File: config.mk
export PLATFORM = sky130hd
export DESIGN_NAME = regbank_sequencer_flat
export DESIGN_NICKNAME = d
export VERILOG_FILES = /design/src/rtl/regbank_sequencer_if.sv /design/src/rtl/regbank_sequencer.sv /design/src/flat_wrapper.sv
export SDC_FILE = /design/constraint.sdc
export NUM_CORES = 1
export LEC_CHECK = 0
export ABC_AREA = 0
export BUFFER_PORTS_ARGS = -buffer_cell sky130_fd_sc_hd__buf_4
export CORE_AREA = 8 8 164 166
export DETAILED_ROUTE_END_ITERATION = 16
export DIE_AREA = 0 0 172 174
export MAX_ROUTING_LAYER = met4
export PLACE_DENSITY = 0.64
export REMOVE_ABC_BUFFERS = 1
export SLEW_MARGIN = 10
export SYNTH_ARGS = -nofsm -noshare
export SYNTH_HDL_FRONTEND = slang
export SYNTH_SLANG_ARGS = --single-unit
File: constraint.sdc
create_clock -name clk -period 1.6 [get_ports clk]
set_input_delay 0.32 -clock clk [delete_from_list [all_inputs] [get_ports clk]]
set_output_delay 0.32 -clock clk [all_outputs]
set_load 0.005 [all_outputs]
File: src/rtl/regbank_sequencer_if.sv
// ============================================================================
// Module : regbank_sequencer_if
// Request, register-bank, execution-unit and result signals of the sequencer.
// Rev    : 1.0
// ============================================================================
`default_nettype none

interface regbank_sequencer_if #(
    parameter int DATA_W = 65,
    parameter int ADDR_W = 6
);
    logic              req_valid;
    logic              req_ready;
    logic [ADDR_W-1:0] req_a;
    logic [ADDR_W-1:0] req_b;
    logic [ADDR_W-1:0] req_c;
    logic              req_wen;

    logic [ADDR_W-1:0] a;
    logic [ADDR_W-1:0] b;
    logic [DATA_W-1:0] dataA;
    logic [DATA_W-1:0] dataB;
    logic [ADDR_W-1:0] c;
    logic [DATA_W-1:0] dataC;
    logic              write;

    logic              ex_valid;
    logic              ex_ready;
    logic [DATA_W-1:0] ex_opa;
    logic [DATA_W-1:0] ex_opb;

    logic              res_valid;
    logic              res_ready;
    logic [DATA_W-1:0] res_data;

    logic              err;

    modport master (
        input  req_valid, req_a, req_b, req_c, req_wen,
        input  dataA, dataB, ex_ready, res_valid, res_data,
        output req_ready, a, b, c, dataC, write,
        output ex_valid, ex_opa, ex_opb, res_ready, err
    );

    modport slave (
        output req_valid, req_a, req_b, req_c, req_wen,
        output dataA, dataB, ex_ready, res_valid, res_data,
        input  req_ready, a, b, c, dataC, write,
        input  ex_valid, ex_opa, ex_opb, res_ready, err
    );
endinterface

`default_nettype wire

File: src/rtl/regbank_sequencer.sv
// ============================================================================
// Module : regbank_sequencer
// Single-request controller: read operands, issue to execution unit, write back.
// Rev    : 1.0
// ============================================================================
`default_nettype none

module regbank_sequencer #(
    parameter int DATA_W   = 65,
    parameter int ADDR_W   = 6,
    parameter int NUM_REGS = 33
) (
    input  wire logic            clk,
    input  wire logic            rst_n,
    regbank_sequencer_if.master  bus
);
    localparam logic [ADDR_W:0] c_num_regs = (ADDR_W+1)'(NUM_REGS);

    typedef enum logic [2:0] {
        S_IDLE     = 3'd0,
        S_READ     = 3'd1,
        S_ISSUE    = 3'd2,
        S_WAIT_RES = 3'd3,
        S_WRITE    = 3'd4
    } state_t;

    state_t r_state;
    state_t w_next_state;
    logic   r_wen;
    logic   w_a_bad;
    logic   w_b_bad;
    logic   w_c_bad;

    assign w_a_bad = ({1'b0, bus.a} >= c_num_regs);
    assign w_b_bad = ({1'b0, bus.b} >= c_num_regs);
    assign w_c_bad = ({1'b0, bus.c} >= c_num_regs);

    always_ff @(posedge clk or negedge rst_n) begin
        if (!rst_n) begin
            r_state    <= S_IDLE;
            r_wen      <= 1'b0;
            bus.a      <= '0;
            bus.b      <= '0;
            bus.c      <= '0;
            bus.dataC  <= '0;
            bus.ex_opa <= '0;
            bus.ex_opb <= '0;
        end else begin
            r_state <= w_next_state;
            if (r_state == S_IDLE && bus.req_valid) begin
                bus.a <= bus.req_a;
                bus.b <= bus.req_b;
                bus.c <= bus.req_c;
                r_wen <= bus.req_wen;
            end
            // Out-of-range sources read as zero regardless of what the bank returns.
            if (r_state == S_READ) begin
                bus.ex_opa <= w_a_bad ? '0 : bus.dataA;
                bus.ex_opb <= w_b_bad ? '0 : bus.dataB;
            end
            if (r_state == S_WAIT_RES && bus.res_valid) begin
                bus.dataC <= bus.res_data;
            end
        end
    end

    always_comb begin
        w_next_state  = r_state;
        bus.req_ready = 1'b0;
        bus.ex_valid  = 1'b0;
        bus.res_ready = 1'b0;
        bus.write     = 1'b0;
        bus.err       = 1'b0;
        case (r_state)
            S_IDLE: begin
                bus.req_ready = 1'b1;
                if (bus.req_valid) w_next_state = S_READ;
            end
            S_READ: begin
                bus.err      = w_a_bad | w_b_bad;
                w_next_state = S_ISSUE;
            end
            S_ISSUE: begin
                bus.ex_valid = 1'b1;
                if (bus.ex_ready) w_next_state = S_WAIT_RES;
            end
            S_WAIT_RES: begin
                bus.res_ready = 1'b1;
                if (bus.res_valid) w_next_state = r_wen ? S_WRITE : S_IDLE;
            end
            S_WRITE: begin
                bus.write    = ~w_c_bad;
                bus.err      = w_c_bad;
                w_next_state = S_IDLE;
            end
            default: w_next_state = S_IDLE;
        endcase
    end
endmodule

`default_nettype wire
File: src/flat_wrapper.sv
// flat-port wrapper written by rule: the top's interface ports become plain ports
module regbank_sequencer_flat 
#(
    parameter int DATA_W   = 65,
    parameter int ADDR_W   = 6,
    parameter int NUM_REGS = 33
)
  (clk, rst_n, bus_req_valid, bus_req_a, bus_req_b, bus_req_c, bus_req_wen, bus_dataA, bus_dataB, bus_ex_ready, bus_res_valid, bus_res_data, bus_req_ready, bus_a, bus_b, bus_c, bus_dataC, bus_write, bus_ex_valid, bus_ex_opa, bus_ex_opb, bus_res_ready, bus_err);
  regbank_sequencer_if #(.DATA_W(DATA_W), .ADDR_W(ADDR_W)) bus_i ();
  input  wire logic clk;
  input  wire logic rst_n;
  input wire logic [$bits(bus_i.req_valid)-1:0] bus_req_valid;
  input wire logic [$bits(bus_i.req_a)-1:0] bus_req_a;
  input wire logic [$bits(bus_i.req_b)-1:0] bus_req_b;
  input wire logic [$bits(bus_i.req_c)-1:0] bus_req_c;
  input wire logic [$bits(bus_i.req_wen)-1:0] bus_req_wen;
  input wire logic [$bits(bus_i.dataA)-1:0] bus_dataA;
  input wire logic [$bits(bus_i.dataB)-1:0] bus_dataB;
  input wire logic [$bits(bus_i.ex_ready)-1:0] bus_ex_ready;
  input wire logic [$bits(bus_i.res_valid)-1:0] bus_res_valid;
  input wire logic [$bits(bus_i.res_data)-1:0] bus_res_data;
  output wire logic [$bits(bus_i.req_ready)-1:0] bus_req_ready;
  output wire logic [$bits(bus_i.a)-1:0] bus_a;
  output wire logic [$bits(bus_i.b)-1:0] bus_b;
  output wire logic [$bits(bus_i.c)-1:0] bus_c;
  output wire logic [$bits(bus_i.dataC)-1:0] bus_dataC;
  output wire logic [$bits(bus_i.write)-1:0] bus_write;
  output wire logic [$bits(bus_i.ex_valid)-1:0] bus_ex_valid;
  output wire logic [$bits(bus_i.ex_opa)-1:0] bus_ex_opa;
  output wire logic [$bits(bus_i.ex_opb)-1:0] bus_ex_opb;
  output wire logic [$bits(bus_i.res_ready)-1:0] bus_res_ready;
  output wire logic [$bits(bus_i.err)-1:0] bus_err;
  assign bus_i.req_valid = bus_req_valid;
  assign bus_i.req_a = bus_req_a;
  assign bus_i.req_b = bus_req_b;
  assign bus_i.req_c = bus_req_c;
  assign bus_i.req_wen = bus_req_wen;
  assign bus_i.dataA = bus_dataA;
  assign bus_i.dataB = bus_dataB;
  assign bus_i.ex_ready = bus_ex_ready;
  assign bus_i.res_valid = bus_res_valid;
  assign bus_i.res_data = bus_res_data;
  assign bus_req_ready = bus_i.req_ready;
  assign bus_a = bus_i.a;
  assign bus_b = bus_i.b;
  assign bus_c = bus_i.c;
  assign bus_dataC = bus_i.dataC;
  assign bus_write = bus_i.write;
  assign bus_ex_valid = bus_i.ex_valid;
  assign bus_ex_opa = bus_i.ex_opa;
  assign bus_ex_opb = bus_i.ex_opb;
  assign bus_res_ready = bus_i.res_ready;
  assign bus_err = bus_i.err;
  regbank_sequencer #(.DATA_W(DATA_W), .ADDR_W(ADDR_W), .NUM_REGS(NUM_REGS)) u_core (.clk(clk), .rst_n(rst_n), .bus(bus_i));
endmodule
==> results.txt <==
post-route non-filler standard cell count: 1591
Avg WL per Cell: 18.2 um
setup ws final: -0.682 ns
core area: 0.0245 mm^2
failing checks: setup timing
cell count after placement: 1534
initial antenna violation count: 0
reg2reg start: u_core.bus.b[4]
TritonCTS buffer count: 25
Die W: 172 um
Top FF cell, synth: dfrtp_1
ANT cells: 0
Req. time, crit path: 1.28 ns
Buffers on Ports: 436
RSZ-0062 raised after global routing: true
status: finished with violations
Area Overhead vs Synth: 61.3%
final WL: 28900 um
Top-Level Pins: 437
most common library cells after synthesis: nand2_1 (263), dfrtp_1 (217), mux2_2 (83)
Worst-Margin Slew: 0.490 ns
crit path launch type: register
crit end category: primary output
die area: 0.0299 mm^2
most common cell in the netlist: nand2_1
Max Freq: 438 MHz
clock buffer depth: 3
Max-Cap Viols: 0
Detail Placement HPWL: 21500 um
Worst-path clk slew: 0.06 ns
Initial Util: 34.6%
FP Rows: 58
final hold vios: 0
Overflow after GRT: 0
Ys Warns: 0
R2R Path End: u_core.bus.ex_opb[22]
Critical Path End: bus_err
Avg Synthesized Cell Area: 11.0 um^2
r2r setup slk: -0.30 ns
Via density: 4.53
Max Slew Vio Count: 0
register area share after synthesis: 63.9%
crit path max fanout: 2
# DRC: 0
DR iter-0 viols: 418
Crit Path Class: register to primary output
fin crit period: 2.28 ns
Power Total: 27.4 mW
arrival time at the worst endpoint: 1.96 ns
Max-slew headroom: 67.3%
Final Cycle Share: 143%
TritonCTS clock tree: yes
Skew-Pair Late Insertion Delay: 0.51 ns
Cells after Synth: 771
placed cell area: 0.0124 mm^2
area leader, netlist: dfrtp_1
Lkg Pwr: 6.95 nW
clock skew: 0.00907 ns
FFs w/ async S/R, synth: 100%
via count: 7215
largest net degree at the start of global routing: 123
CTS Root Cell: clkbuf_16
share of cells above drive strength 1: 51.7%
pwr/cell area: 2000 mW/mm^2
CTS H-tree depth: 1
clock sink count: 217
Synth Cell Area: 0.00850 mm^2
Pre-antenna DRT Iters: 4
Post-synth EDFFs: 0
count of cell types in the netlist: 23
post-route ant nets: 0
nets: 1466
Die Y: 174 um
Final setup viols: 135
area share of the largest cell type after synthesis: 63.9%
Finished Cell Area: 0.0137 mm^2
first-pass GRT wire length: 43400 um
vias in the first global route: 7533
top cells by area, synth: dfrtp_1 (64%), nand2_1 (12%), mux2_2 (11%)
GRT Overall Usage: 19.0%
gp weighted congestion: 0.812
peak supply drop: 1070 uV
worst hold-check path type: primary input to register
Yosys reg bits: 217
FF-to-FF path depth: 7
origin of the worst setup path: u_core.bus.b[4]
[cells in the final DEF (no fill, tap or decap), drive strengths merged]
cell and count:
or4 3, nand2 263, nor3 2, bufinv 2, inv 3, dfrtp 217
nand2b 1, o41ai 1, o211ai 1, buf 494, bufbuf 4, clkbuf 36
a21o 1, nor2 2, nor3b 1, nor2b 1, and3 2, a21oi 1
dlygate4sd3 2, clkinv 4, and2 2, nand3 1, o21ai 134, mux2 83
[power breakdown]
group / switching [mW] / internal, mW / total [mW]
Clock: 2.19 / 3.31 / 5.50
Combinational: 5.38 / 7.17 / 12.6
Sequential: 1.38 / 7.99 / 9.37
Total: 8.96 / 18.5 / 27.4
[worst min-delay path by stage]
stage                                start              endpoint  slack, ns  cells past startpoint
after floorplan                      rst_n       u_core.bus.a[0]       0.02                      0
after global placement               rst_n  u_core.bus.dataC[33]       0.26                      1
after detailed placement             rst_n  u_core.bus.dataC[33]       0.27                      1
after CTS                 bus_res_data[53]  u_core.bus.dataC[53]      0.005                      2
after global routing      bus_res_data[37]  u_core.bus.dataC[37]      0.007                      2
final                     bus_res_data[32]  u_core.bus.dataC[32]       0.03                      2
[stage by stage]
stage / TNS (ns) / hold slack (ns) / setup WS (ns) / utilization [%]
after floorplan: -593.55 / 0.0244 / -3.94 / -
after global placement: -13.04 / 0.261 / -0.193 / 50.6
after detailed placement: -16.74 / 0.268 / -0.243 / 50.6
after CTS: -31.67 / 0.00515 / -0.738 / 55.0
after global routing: -37.63 / 0.00735 / -0.786 / 55.9
final: -25.41 / 0.0343 / -0.682 / 55.9
[repair_timing]
action | 4_1_cts | 5_1_grt
endpoints found under the hold margin | 37 | 0
cloned | 5 | 2
setup buffers | 5 | 2
pin swaps | 4 | 23
resized for setup | 23 | 61
setup endpoints to repair | 135 | 135
hold buffers | 2 | 0
[worst max-delay path, stage by stage (launching register included)]
cell and delay, ns:
dfrtp_1 0.38, or4_4 0.54, o21ai_4 0.15, a21o_1 0.16
o41ai_2 0.08, buf_4 0.14
[cells by family (layout without fill, tap and decap cells)]
group | after synthesis | after routing | synth area share [%]
AOI/OAI and AO/OA | 138 | 138 | 8.32
buffers and inverters | 55 | 545 | 4.05
DFF | 217 | 217 | 63.9
muxes | 83 | 83 | 11.0
and+or+nand+nor | 278 | 278 | 12.7
[registers in the layout (all words and copies together) (netlist names)]
name	cells
u_core.bus.a	6
u_core.bus.b	6
u_core.bus.c	6
u_core.bus.dataC	65
u_core.bus.ex_opa	65
u_core.bus.ex_opb	65
u_core.r_state	3
u_core.r_wen	1
[metal layers]
metal / GRT usage, % / vias to the layer above / share of wire [%]
met5: - / - / 0
li1: - / 3500 / -
met2: 31.6 / 298 / 49
met1: 21.7 / 3367 / 39
met4: 5.96 / 0 / 3.0
met3: 5.85 / 50 / 9.8
[layout make-up]
type                            count  area, um^2
Fill cell                        2130       10800
Sequential cell                   217        5430
Timing Repair Buffer              502        4170
Multi-Input combinational cell    499        2900
Clock buffer                       34         689
Tap cell                          330         413
Clock inverter                      7        92.6
Inverter                            2        7.51
Power figures use the tool's default switching activity.
